**src/rtl/cdb_arbiter_if.sv**
```systemverilog
// Producer-side and broadcast-side signals of the common data bus arbiter.
// master = producers/observers, slave = the arbiter itself.
interface cdb_arbiter_if #(
    parameter int ROB_WIDTH_BIT = 4
);
    logic                     alu_valid;
    logic [31:0]              alu_value;
    logic [ROB_WIDTH_BIT-1:0] alu_dest;
    logic [31:0]              alu_pc;
    logic                     alu_ready;
    logic                     ld_valid;
    logic [31:0]              ld_value;
    logic [ROB_WIDTH_BIT-1:0] ld_dest;
    logic                     ld_ready;
    logic                     st_valid;
    logic [ROB_WIDTH_BIT-1:0] st_dest;
    logic                     st_ready;
    logic                     cdb_valid;
    logic [1:0]               cdb_src;
    logic [ROB_WIDTH_BIT-1:0] cdb_dest;
    logic [31:0]              cdb_value;
    logic [31:0]              cdb_pc;

    modport master (
        output alu_valid, alu_value, alu_dest, alu_pc,
        output ld_valid, ld_value, ld_dest,
        output st_valid, st_dest,
        input  alu_ready, ld_ready, st_ready,
        input  cdb_valid, cdb_src, cdb_dest, cdb_value, cdb_pc
    );

    modport slave (
        input  alu_valid, alu_value, alu_dest, alu_pc,
        input  ld_valid, ld_value, ld_dest,
        input  st_valid, st_dest,
        output alu_ready, ld_ready, st_ready,
        output cdb_valid, cdb_src, cdb_dest, cdb_value, cdb_pc
    );
endinterface

```
**src/rtl/cdb_arbiter.sv**
```systemverilog
// Round-robin arbiter sharing one registered CDB among ALU, load and store
// result producers, each buffered by its own small FIFO.
module cdb_arbiter #(
    parameter int ROB_WIDTH_BIT = 4,
    parameter int FIFO_DEPTH    = 2
) (
    input  logic         clk_in,
    input  logic         rst_in,
    input  logic         rdy_in,
    input  logic         clear_all,
    cdb_arbiter_if.slave bus
);
    localparam int NS = 3;
    localparam int PW = $clog2(FIFO_DEPTH);
    localparam int CW = $clog2(FIFO_DEPTH + 1);

    typedef logic [ROB_WIDTH_BIT-1:0] tag_t;

    logic [31:0]    val_q  [NS][FIFO_DEPTH];
    logic [31:0]    val_d  [NS][FIFO_DEPTH];
    tag_t           dest_q [NS][FIFO_DEPTH];
    tag_t           dest_d [NS][FIFO_DEPTH];
    logic [31:0]    pc_q   [NS][FIFO_DEPTH];
    logic [31:0]    pc_d   [NS][FIFO_DEPTH];
    logic [PW-1:0]  wp_q   [NS];
    logic [PW-1:0]  wp_d   [NS];
    logic [PW-1:0]  rp_q   [NS];
    logic [PW-1:0]  rp_d   [NS];
    logic [CW-1:0]  cnt_q  [NS];
    logic [CW-1:0]  cnt_d  [NS];
    logic [1:0]     rr_q, rr_d;

    logic           cdb_valid_q, cdb_valid_d;
    logic [1:0]     cdb_src_q, cdb_src_d;
    tag_t           cdb_dest_q, cdb_dest_d;
    logic [31:0]    cdb_value_q, cdb_value_d;
    logic [31:0]    cdb_pc_q, cdb_pc_d;

    logic [NS-1:0]  push_vld, ready, push, pop;
    logic [31:0]    in_val  [NS];
    tag_t           in_dest [NS];
    logic [31:0]    in_pc   [NS];
    logic           found;
    logic [1:0]     win, idx;
    logic [2:0]     sum;

    // Store entries carry no data; loads and stores carry no jump target.
    always_comb begin
        push_vld   = {bus.st_valid, bus.ld_valid, bus.alu_valid};
        in_val[0]  = bus.alu_value;
        in_val[1]  = bus.ld_value;
        in_val[2]  = '0;
        in_dest[0] = bus.alu_dest;
        in_dest[1] = bus.ld_dest;
        in_dest[2] = bus.st_dest;
        in_pc[0]   = bus.alu_pc;
        in_pc[1]   = '0;
        in_pc[2]   = '0;
        ready      = '0;
        for (int i = 0; i < NS; i++) begin
            ready[i] = rdy_in && !clear_all
                    && (cnt_q[i] != CW'(FIFO_DEPTH));
        end
    end

    assign bus.alu_ready = ready[0];
    assign bus.ld_ready  = ready[1];
    assign bus.st_ready  = ready[2];

    always_comb begin
        found = 1'b0;
        win   = '0;
        idx   = '0;
        sum   = '0;
        for (int k = 0; k < NS; k++) begin
            sum = {1'b0, rr_q} + 3'(k);
            idx = (sum >= 3'd3) ? 2'(sum - 3'd3) : sum[1:0];
            if (!found && cnt_q[idx] != '0) begin
                found = 1'b1;
                win   = idx;
            end
        end
    end

    always_comb begin
        val_d       = val_q;
        dest_d      = dest_q;
        pc_d        = pc_q;
        wp_d        = wp_q;
        rp_d        = rp_q;
        cnt_d       = cnt_q;
        rr_d        = rr_q;
        cdb_valid_d = cdb_valid_q;
        cdb_src_d   = cdb_src_q;
        cdb_dest_d  = cdb_dest_q;
        cdb_value_d = cdb_value_q;
        cdb_pc_d    = cdb_pc_q;
        push        = '0;
        pop         = '0;
        if (rdy_in) begin
            if (clear_all) begin
                for (int i = 0; i < NS; i++) begin
                    wp_d[i]  = '0;
                    rp_d[i]  = '0;
                    cnt_d[i] = '0;
                end
                rr_d        = '0;
                cdb_valid_d = 1'b0;
            end else begin
                cdb_valid_d = found;
                if (found) begin
                    pop[win]    = 1'b1;
                    rr_d        = (win == 2'd2) ? 2'd0 : win + 2'd1;
                    cdb_src_d   = win;
                    cdb_dest_d  = dest_q[win][rp_q[win]];
                    cdb_value_d = val_q[win][rp_q[win]];
                    cdb_pc_d    = pc_q[win][rp_q[win]];
                end
                push = push_vld & ready;
                for (int i = 0; i < NS; i++) begin
                    if (push[i]) begin
                        val_d[i][wp_q[i]]  = in_val[i];
                        dest_d[i][wp_q[i]] = in_dest[i];
                        pc_d[i][wp_q[i]]   = in_pc[i];
                        wp_d[i]            = wp_q[i] + PW'(1);
                    end
                    if (pop[i]) begin
                        rp_d[i] = rp_q[i] + PW'(1);
                    end
                    cnt_d[i] = cnt_q[i] + CW'(push[i]) - CW'(pop[i]);
                end
            end
        end
    end

    always_ff @(posedge clk_in) begin
        if (rst_in) begin
            for (int i = 0; i < NS; i++) begin
                wp_q[i]  <= '0;
                rp_q[i]  <= '0;
                cnt_q[i] <= '0;
            end
            rr_q        <= '0;
            cdb_valid_q <= 1'b0;
            cdb_src_q   <= '0;
            cdb_dest_q  <= '0;
            cdb_value_q <= '0;
            cdb_pc_q    <= '0;
        end else begin
            wp_q        <= wp_d;
            rp_q        <= rp_d;
            cnt_q       <= cnt_d;
            rr_q        <= rr_d;
            cdb_valid_q <= cdb_valid_d;
            cdb_src_q   <= cdb_src_d;
            cdb_dest_q  <= cdb_dest_d;
            cdb_value_q <= cdb_value_d;
            cdb_pc_q    <= cdb_pc_d;
        end
    end

    // Payload storage needs no reset: occupancy is tracked by cnt_q.
    always_ff @(posedge clk_in) begin
        val_q  <= val_d;
        dest_q <= dest_d;
        pc_q   <= pc_d;
    end

    assign bus.cdb_valid = cdb_valid_q;
    assign bus.cdb_src   = cdb_src_q;
    assign bus.cdb_dest  = cdb_dest_q;
    assign bus.cdb_value = cdb_value_q;
    assign bus.cdb_pc    = cdb_pc_q;
endmodule
```
**src/flat_wrapper.sv**
```systemverilog
// flat-port wrapper written by rule: the top's interface ports become plain ports
module cdb_arbiter_flat 
#(
    parameter int ROB_WIDTH_BIT = 4,
    parameter int FIFO_DEPTH    = 2
)
  (clk_in, rst_in, rdy_in, clear_all, bus_alu_valid, bus_alu_value, bus_alu_dest, bus_alu_pc, bus_ld_valid, bus_ld_value, bus_ld_dest, bus_st_valid, bus_st_dest, bus_alu_ready, bus_ld_ready, bus_st_ready, bus_cdb_valid, bus_cdb_src, bus_cdb_dest, bus_cdb_value, bus_cdb_pc);
  cdb_arbiter_if #(.ROB_WIDTH_BIT(ROB_WIDTH_BIT)) bus_i ();
  input  logic clk_in;
  input  logic rst_in;
  input  logic rdy_in;
  input  logic clear_all;
  input wire logic [$bits(bus_i.alu_valid)-1:0] bus_alu_valid;
  input wire logic [$bits(bus_i.alu_value)-1:0] bus_alu_value;
  input wire logic [$bits(bus_i.alu_dest)-1:0] bus_alu_dest;
  input wire logic [$bits(bus_i.alu_pc)-1:0] bus_alu_pc;
  input wire logic [$bits(bus_i.ld_valid)-1:0] bus_ld_valid;
  input wire logic [$bits(bus_i.ld_value)-1:0] bus_ld_value;
  input wire logic [$bits(bus_i.ld_dest)-1:0] bus_ld_dest;
  input wire logic [$bits(bus_i.st_valid)-1:0] bus_st_valid;
  input wire logic [$bits(bus_i.st_dest)-1:0] bus_st_dest;
  output wire logic [$bits(bus_i.alu_ready)-1:0] bus_alu_ready;
  output wire logic [$bits(bus_i.ld_ready)-1:0] bus_ld_ready;
  output wire logic [$bits(bus_i.st_ready)-1:0] bus_st_ready;
  output wire logic [$bits(bus_i.cdb_valid)-1:0] bus_cdb_valid;
  output wire logic [$bits(bus_i.cdb_src)-1:0] bus_cdb_src;
  output wire logic [$bits(bus_i.cdb_dest)-1:0] bus_cdb_dest;
  output wire logic [$bits(bus_i.cdb_value)-1:0] bus_cdb_value;
  output wire logic [$bits(bus_i.cdb_pc)-1:0] bus_cdb_pc;
  assign bus_i.alu_valid = bus_alu_valid;
  assign bus_i.alu_value = bus_alu_value;
  assign bus_i.alu_dest = bus_alu_dest;
  assign bus_i.alu_pc = bus_alu_pc;
  assign bus_i.ld_valid = bus_ld_valid;
  assign bus_i.ld_value = bus_ld_value;
  assign bus_i.ld_dest = bus_ld_dest;
  assign bus_i.st_valid = bus_st_valid;
  assign bus_i.st_dest = bus_st_dest;
  assign bus_alu_ready = bus_i.alu_ready;
  assign bus_ld_ready = bus_i.ld_ready;
  assign bus_st_ready = bus_i.st_ready;
  assign bus_cdb_valid = bus_i.cdb_valid;
  assign bus_cdb_src = bus_i.cdb_src;
  assign bus_cdb_dest = bus_i.cdb_dest;
  assign bus_cdb_value = bus_i.cdb_value;
  assign bus_cdb_pc = bus_i.cdb_pc;
  cdb_arbiter #(.ROB_WIDTH_BIT(ROB_WIDTH_BIT), .FIFO_DEPTH(FIFO_DEPTH)) u_core (.clk_in(clk_in), .rst_in(rst_in), .rdy_in(rdy_in), .clear_all(clear_all), .bus(bus_i));
endmodule
```
**config.mk**
```make
export PLATFORM = sky130hd
export DESIGN_NAME = cdb_arbiter_flat
export DESIGN_NICKNAME = d
export VERILOG_FILES = /design/src/rtl/cdb_arbiter_if.sv /design/src/rtl/cdb_arbiter.sv /design/src/flat_wrapper.sv
export SDC_FILE = /design/constraint.sdc
export NUM_CORES = 1
export LEC_CHECK = 0
export BUFFER_PORTS_ARGS = -buffer_cell sky130_fd_sc_hd__buf_2
export CAP_MARGIN = 20
export CORE_MARGIN = 5
export CORE_UTILIZATION = 45
export DETAILED_ROUTE_END_ITERATION = 8
export PLACE_DENSITY_LB_ADDON = 0.2
export RECOVER_POWER = 50
export SYNTH_ARGS = -nofsm -noshare
export SYNTH_HDL_FRONTEND = slang
export SYNTH_SLANG_ARGS = --single-unit
```
**constraint.sdc**
```tcl
create_clock -name clk_in -period 4.51 [get_ports clk_in]
set_clock_uncertainty 0.05 [all_clocks]
set_input_delay 0.451 -clock clk_in [delete_from_list [all_inputs] [get_ports clk_in]]
set_output_delay 0.451 -clock clk_in [all_outputs]
set_load 0.02 [all_outputs]
```
# Word level (Yosys, flattened, before mapping)
# Index checks and enable logic that the tools add are counted.
dict set report word_totals {
  ff_bits 493
  in_bits 115
}
dict set report classes {
  add_sub_neg 18
  n_eq_ne 4
  bitwise 15
  n_lt_le_gt_ge 16
  n_reduce_logical 34
  n_mux 75
}
# cell count
set ops {}
lappend ops {{$mux W32} 9}
lappend ops {{$bmux W64 S2} 2}
lappend ops {{$mux W64} 4}
lappend ops {{$and A64 B64 Y64} 3}
lappend ops {{$bwmux W64} 3}
lappend ops {{$not A64 Y64} 2}
lappend ops {{$demux W32 S1} 3}
lappend ops {{$mux W2} 15}
lappend ops {{$bwmux W8} 3}
lappend ops {{$mux W4} 6}
lappend ops {{$reduce_bool A2 Y1} 10}
lappend ops {{$bmux W8 S2} 1}
lappend ops {{$mux W8} 2}
lappend ops {{$mux W3} 5}
lappend ops {{$reduce_and A2 Y1} 7}
lappend ops {{$mux W1} 13}
lappend ops {{$bmux W2 S2} 3}
lappend ops {{$demux W4 S1} 3}
lappend ops {{$ge A3 B3 Y1 const B} 4}
lappend ops {{$not A2 Y3} 4}
lappend ops {{$reduce_and A3 Y1} 4}
lappend ops {{$ge A2 B2 Y1 const B} 5}
lappend ops {{$logic_and A1 B1 Y1} 10}
lappend ops {{$not A1 Y2} 4}
lappend ops {{19 further kinds} 37}

# Longest topological paths before layout
# Gate-level depths: netlist (run 1).
dict set report logic_depth {
  depth_word 23
  depth_mapped 14
  mapped_depth_nobuf 14
}

# Worst setup path after synthesis (run 1)
# No wires, ideal clock.
dict set report synth_path {
  kind {in2reg}
  startpoint {input rdy_in}
  endpoint {register u_core.dest_q[20] (netlist name), enable pin}
  setup_slack_ns -0.766
  arrival_ns 4.722
  required_ns 3.956
  path_stages 6
  setup_time_ns 0.504
  path_buffers 2
  path_cell_list {clkbuf_1 > nand2b_1 > clkbuf_1 > a21oi_1 > and2_1 > nor2b_1}
}
dict set report synth_via {
  elab_chain_len 4
}
# item line_no
set synth_rtl {}
lappend synth_rtl {{start: declaration} flat_wrapper.sv:11} ;# input logic rdy_in;
lappend synth_rtl {{$logic_and A1 B1 Y1} cdb_arbiter.sv:61} ;# ready[i] = rdy_in && !clear_all
lappend synth_rtl {{$logic_and A1 B1 Y1} cdb_arbiter.sv:62} ;# && (cnt_q[i] != CW'(FIFO_DEPTH));
lappend synth_rtl {{net bus_alu_ready} flat_wrapper.sv:22} ;# output wire logic [$bits(bus_i.alu_ready)-1:0] bus_alu_ready;
lappend synth_rtl {{$and A3 B3 Y3} cdb_arbiter.sv:119} ;# push = push_vld & ready;
lappend synth_rtl {{$reduce_and A3 Y1 (no line)} n/a}
lappend synth_rtl {{end signal: assignment} cdb_arbiter.sv:165} ;# dest_q <= dest_d;
lappend synth_rtl {{end: declaration} cdb_arbiter.sv:21} ;# tag_t dest_q [NS][FIFO_DEPTH];
# The timed path passes the listed nets, and every way through them passes these cells.
# A chain may end at the register's enable or synchronous reset.

# Worst setup path in the final report (run 1)
dict set report layout_path {
  startpoint {input rdy_in}
  endpoint {register u_core.val_q[152] (netlist name), enable pin}
}
dict set report layout_via {
  elab_chain_len 4
}
# item line_no
set layout_rtl {}
lappend layout_rtl {{$logic_and A1 B1 Y1} cdb_arbiter.sv:61}
lappend layout_rtl {{$logic_and A1 B1 Y1} cdb_arbiter.sv:62}
lappend layout_rtl {{$and A3 B3 Y3} cdb_arbiter.sv:119}
lappend layout_rtl {{$reduce_and A3 Y1 (no line) (*)} n/a}
lappend layout_rtl {{end signal: assignment} cdb_arbiter.sv:164} ;# val_q <= val_d;
lappend layout_rtl {{end: declaration} cdb_arbiter.sv:19} ;# logic [31:0] val_q [NS][FIFO_DEPTH];
# Mark *: on every way between the ends. The rest lies on a longest branch, timed or not.

==> run metrics, run 1 <==
outcome complete, but fails checks; failing checks capacitance limit, slew limit; syn_area_per_cell 12.9 µm²; wire per inst 20.7 µm; RSZ-0062 raised after global routing false; FFs w/ async S/R, synth 0%; DP HPWL 28.1 mm; delay of the slowest critical-path stage 1.45 ns; EDFF count, synth 408; total CTS buffers 51; Placeable Area 0.0442 mm²; ys flop type edfxtp_1; Seq pwr share 50.7%; Sink Count 493; area of the mapped netlist 0.0201 mm²; PD cells 423 mW/mm²; Starting Density 45.6%; htree depth 2; CP Buf/Inv Count 2; clk root buf clkbuf_16; max-slew violations 236; Worst-Skew Late Latency 0.58 ns; post_cts resized 0; setup TNS 0 ns; vias per cell 5.51; CP Launch Type input port; Final GP Congestion 0.787; Syn Nets 1,684; fin nets 1,919; final setup fails 0; initial antenna violation count 6; final core utilization 54.4%; 1st-iter DRT viols 957; die area 0.0491 mm²; clk buf depth 3; Post-CTS Setup Inserts 0; unique cell type count in the Yosys netlist 44; Final Cell Area 0.0241 mm²; CP required 4.71 ns; HP Class in2reg; global-route wire length before repair 78.1 mm; cell-internal power 7.85 mW; remaining global-route overflow 0; Cell Area, Placed 0.0217 mm²; crit path DAT 3.86 ns; period utilization 81.3%; total power 10.2 mW; Seq/Total Area, Yosys 69.2%; Critical Path Fanout Max 40; Ys Warns 0; switching share of total power 22.8%; area grow syn2layout 19.4%; Fin. Hold Viols 0; Max rail drop VDD 0.320 mV; Die X 222 µm; DR DRC count 0; Least-Margin Pin Slew 3.02 ns; Worst slew margin -101%; vias in the first global route 13,500; CTS tree yes; Fmax achieved 273 MHz; max cap viols 4; min cycle time layout 3.67 ns; total wire length 50.2 mm; port bufs 188; worst path cell trace clkbuf_1 -> nand2b_1 -> a21oi_1 -> and3_1 -> buf_12; Worst Setup End Kind flip-flop; die height 222 µm; io pins 189; FP Rows 77; LEAKAGE 8.19 nW; Via Count 13,400; Crit path max-delay family simple AND/OR/NAND/NOR gates; P_sw 2.33 mW; Clk pwr share 41.4%; CP Class in2reg; antenna-violating nets left 0; Slowest cell on crit path and3_1; pin count of the biggest net entering global routing 158; clk slew on worst S/H paths 0.05 ns; Mapped Cells 1,559; share of cells above drive strength 1 9.92%; Initial DRT Pass Iterations 5; Gate power share 8.0%; Total Routing Usage GR 20.0%; Yosys reg bits 493
[flip-flops by register name (all words and copies together), names as in the netlist]
name,cells
u_core.val_q,192
u_core.bus.cdb_value,32
u_core.cnt_q,6
u_core.dest_q,24
u_core.bus.cdb_pc,32
u_core.pc_q,192
u_core.rr_q,2
u_core.bus.cdb_src,2
u_core.rp_q,3
u_core.bus.cdb_dest,4
u_core.wp_q,3
u_core.bus.cdb_valid,1
[metrics by stage]
stage                     instances  hold slack, ns  setup slack, ns
final                          2430          0.0820            0.845
after detailed placement       2246           0.408            0.979
after floorplan                1559           0.419            0.554
after CTS                      2426         0.00183            0.959
after global placement         2246           0.396             1.12
after global routing           2429          0.0542            0.635
[cells in the final DEF, fill, tap and decap left out, types with 2 or more instances in the layout]
cell type      count
o22ai_1            3
nand2_1          287
buf_2             39
nand2b_1           3
and3_1             4
clkinvlp_4         3
clkinv_2          11
edfxtp_1         408
nor2b_1          103
dlygate4sd3_1     87
inv_1              8
a311oi_1         117
a22oi_1            2
nor3_1             4
xor2_1             3
nor2b_4            2
and2_0            38
a311oi_2          19
ha_1              10
clkinv_1           5
o21ai_0           79
and2_1            62
buf_4             19
a221o_1           68
and2_4             2
diode_2            4
clkbuf_1         158
clkbuf_8           7
buf_12             8
dfxtp_1           85
clkbuf_2           2
a21oi_1           17
clkbuf_16         53
bufinv_16          4
a211oi_1           4
nor2_1            86
[what timing repair did]
item,in CTS,in global routing
setup endpoints to repair,0,0
hold buffers,87,0
endpoints found under the hold margin,170,0
[layout make-up]
class / count / area [µm²]
fill: 3721 / 20200
sequential: 493 / 14000
multi-input combinational: 935 / 5710
timing repair buffer: 304 / 1940
clock buffer: 70 / 1460
tap: 592 / 741
clock inverter: 23 / 216
inverter: 9 / 33.8
antenna: 4 / 10.0
[cells by family after synthesis]
logic type	after synthesis	share of synthesized area, %
AOI/OAI and AO/OA	321	13.2
xor gates and xnor gates	3	0.130
adders and majority gates	10	0.621
buffers and inverters	131	2.71
DFF	493	69.2
muxes	1	0.0559
and+or+nand+nor	600	14.0
[synthesized netlist by cell type (all sizes together) (2+ instances only)]
cell type | count | area share, %
a211oi | 5 | 0.25
a21oi | 18 | 0.45
a221o | 68 | 3.4
a22oi | 2 | 0.074
a311oi | 137 | 6.6
and2 | 103 | 3.2
and3 | 4 | 0.12
buf | 21 | 0.66
clkbuf | 101 | 1.9
dfxtp | 85 | 8.4
edfxtp | 408 | 61
ha | 10 | 0.62
inv | 9 | 0.17
nand2 | 288 | 5.4
nand2b | 3 | 0.093
nor2 | 87 | 1.6
nor2b | 105 | 3.3
nor3 | 4 | 0.099
nor3b | 2 | 0.099
o21ai | 79 | 2.0
o22ai | 3 | 0.093
xor2 | 3 | 0.13
[layer usage]
metal | vias to the layer above | track usage (%) | routed length, µm | part of all wire, %
met1 | 6651 | 27.2 | 22000 | 44
met2 | 379 | 33.0 | 24200 | 48
met3 | 84 | 3.57 | 2760 | 5.5
met4 | 6 | 5.89 | 1190 | 2.4
met5 | - | 0 | 33 | 0.066
li1 | 6278 | - | - | -
[power groups by stage]
stage          clock (mW)  sequential [mW]  combinational (mW)
4_1_cts              4.31             5.15               0.842
3_3_place_gp            0             5.25               0.764
5_1_grt              4.48             5.17               0.889
3_5_place_dp            0             5.25               0.781
6_report             4.21             5.16               0.811
2_1_floorplan           0             5.27               0.432
[final timing paths]
check | from | slack (ns) | end | depth (start not counted)
max reg2reg | u_core.rr_q[0] | 1.02 | u_core.bus.cdb_value[5] | 10
min | bus_alu_value[22] | 0.08 | u_core.val_q[182] | 1
min reg2reg | u_core.bus.cdb_valid | 0.42 | u_core.bus.cdb_valid | 2
max | rdy_in | 0.84 | u_core.val_q[152] | 5
(Power assumes the default switching activity.)
==> run 2, diff against run 1 <==
clock period = 3.2 ns   (was 4.51 ns; I/O delays follow)
==> run 2 against run 1 <==
Against the previous run:
- the run still ends with capacitance limit, slew limit left
- power increased by 43%
- combinational power increased by 50%
- die area unchanged
- count of clock-buffer cells in the layout decreased by 1
- utilization increased by 1.5 points
==> run metrics, run 2 (synthesis results as in run 1) <==
worst setup path endpoint u_core.bus.cdb_pc[30]; Critical Path Fanout Max 33; DR DRC count 0; R2R depth 10; die height 222 µm; vias in the first global route 13,900; Final GP Congestion 0.830; wire per inst 20.2 µm; htree depth 2; global-route wire length before repair 78.6 mm; commonest non-fill, non-tap cell in the layout edfxtp_1; Max rail drop VDD 0.424 mV; share of cells above drive strength 1 10.5%; DP HPWL 28.3 mm; remaining global-route overflow 0; failing checks capacitance limit, slew limit; CP Class reg2reg; HP Class in2reg; period utilization 97.5%; CP required 3.61 ns; Via Count 13,600; Starting Density 45.6%; total power 14.6 mW; port bufs 188; worst hold slack 0.106 ns; Post-CTS Setup Inserts 0; outcome complete, but fails checks; vias per cell 5.50; DP Worst Slack 0.0879 ns; die area 0.0491 mm²; final core utilization 55.9%; Sink Count 493; clk slew on worst S/H paths 0.06 ns; max-slew violations 61; reg-to-reg startpoint u_core.rr_q[0]; Inst Count DP 2,263; Fin. Hold Viols 0; fin nets 1,957; Worst Setup End Kind flip-flop; capturing point of the worst reg2reg path u_core.bus.cdb_pc[30]; setup slack, reg-to-reg 0.08 ns; crit path DAT 3.53 ns; initial antenna violation count 6; Initial DRT Pass Iterations 5; CP startpoint u_core.rr_q[0]; # fillers 3,718; io pins 189; CTS tree yes; clk root buf clkbuf_16; FP Rows 77; total wire length 49.9 mm; pin count of the biggest net entering global routing 158; 1st-iter DRT viols 957; antenna-violating nets left 0; most frequent cells in the layout 408 x edfxtp_1, 287 x nand2_1, 166 x clkbuf_1; Setup WS post-layout 0.0809 ns; LEAKAGE 8.44 nW; CP Launch Type flip-flop; RSZ-0062 raised after global routing true; Fmax achieved 321 MHz; area grow syn2layout 22.7%; Placeable Area 0.0442 mm²; Die X 222 µm; Least-Margin Pin Slew 2.27 ns; Total Routing Usage GR 19.9%; Final Non-Filler Cells 2,470; Hold Path Origin rst_in; final setup fails 0; clk buf depth 3; top flop regs u_core.pc_q x192, u_core.val_q x192; PD cells 591 mW/mm²; min cycle time layout 3.12 ns; total CTS buffers 51; Worst slew margin -51.6%; max cap viols 1; Worst-Skew Late Latency 0.60 ns
run 2: cell types whose count changed in the layout (fill, tap and decap cells not counted), moves of 4 or more:
cell	delta
dlygate4sd3_1	+21
clkbuf_1	+8
and2_1	+6
buf_2	-9
buf_12	+18
and2_0	-6
clkinv_2	-4
run 2: worst min-delay path by stage:
| stage | cells past startpoint | end | slack, ns |
|---|---|---|---|
| 5_1_grt | 2 | u_core.wp_q[0] | 0.1 |
| 4_1_cts | 2 | u_core.wp_q[0] | 0.07 |
| 3_3_place_gp | 2 | u_core.bus.cdb_src[0] | 0.41 |
| 6_report | 2 | u_core.wp_q[2] | 0.11 |
| 3_5_place_dp | 2 | u_core.bus.cdb_src[0] | 0.41 |
| 2_1_floorplan | 0 | u_core.dest_q[0] | 0.37 |
run 2: cell type report:
cell class                 count  area (µm²)  share of cell area, %
tap                          592         741                   3.00
timing repair buffer         342        2500                   10.1
inverter                       9        36.3                  0.147
sequential                   493       14000                   56.4
antenna                        4        10.0                 0.0405
clock inverter                26         334                   1.35
clock buffer                  69        1410                   5.72
multi-input combinational    935        5730                   23.2
run 2: worst max-delay path, cell delays in order, from the launching register on:
cell and delay (ns):
dfxtp_1 0.39, inv_1 0.08, ha_1 0.42, nor2b_1 0.23
o22ai_1 0.15, or2_2 0.35, and2_4 0.20, a311oi_4 0.42
buf_12 0.28, a311oi_1 0.07, a221o_1 0.35
run 2: per-stage QoR:
step,setup TNS [ns],cell area (µm²)
after global placement,0,22100
after floorplan,0,20200
after global routing,-0.214,24700
after detailed placement,0,22100
final,0,24700
after CTS,0,24900
run 2: what timing repair did:
| item | in CTS | in global routing |
|---|---|---|
| endpoints found under the hold margin | 216 | 0 |
| resized for setup | 0 | 7 |
| hold buffers | 108 | 0 |
| setup endpoints to repair | 0 | 70 |
run 2: where the power goes:
group	switching, mW	internal (mW)	total, mW
Clock	2.46	3.67	6.13
Sequential	0.113	7.15	7.26
Combinational	0.744	0.472	1.22
run 2: per-layer routing:
layer | global-route usage, % | share of wire (%)
met1 | 26.2 | 43
met2 | 32.9 | 47
met4 | 6.68 | 2.9
met3 | 4.38 | 6.1
met5 | 0 | 0.054
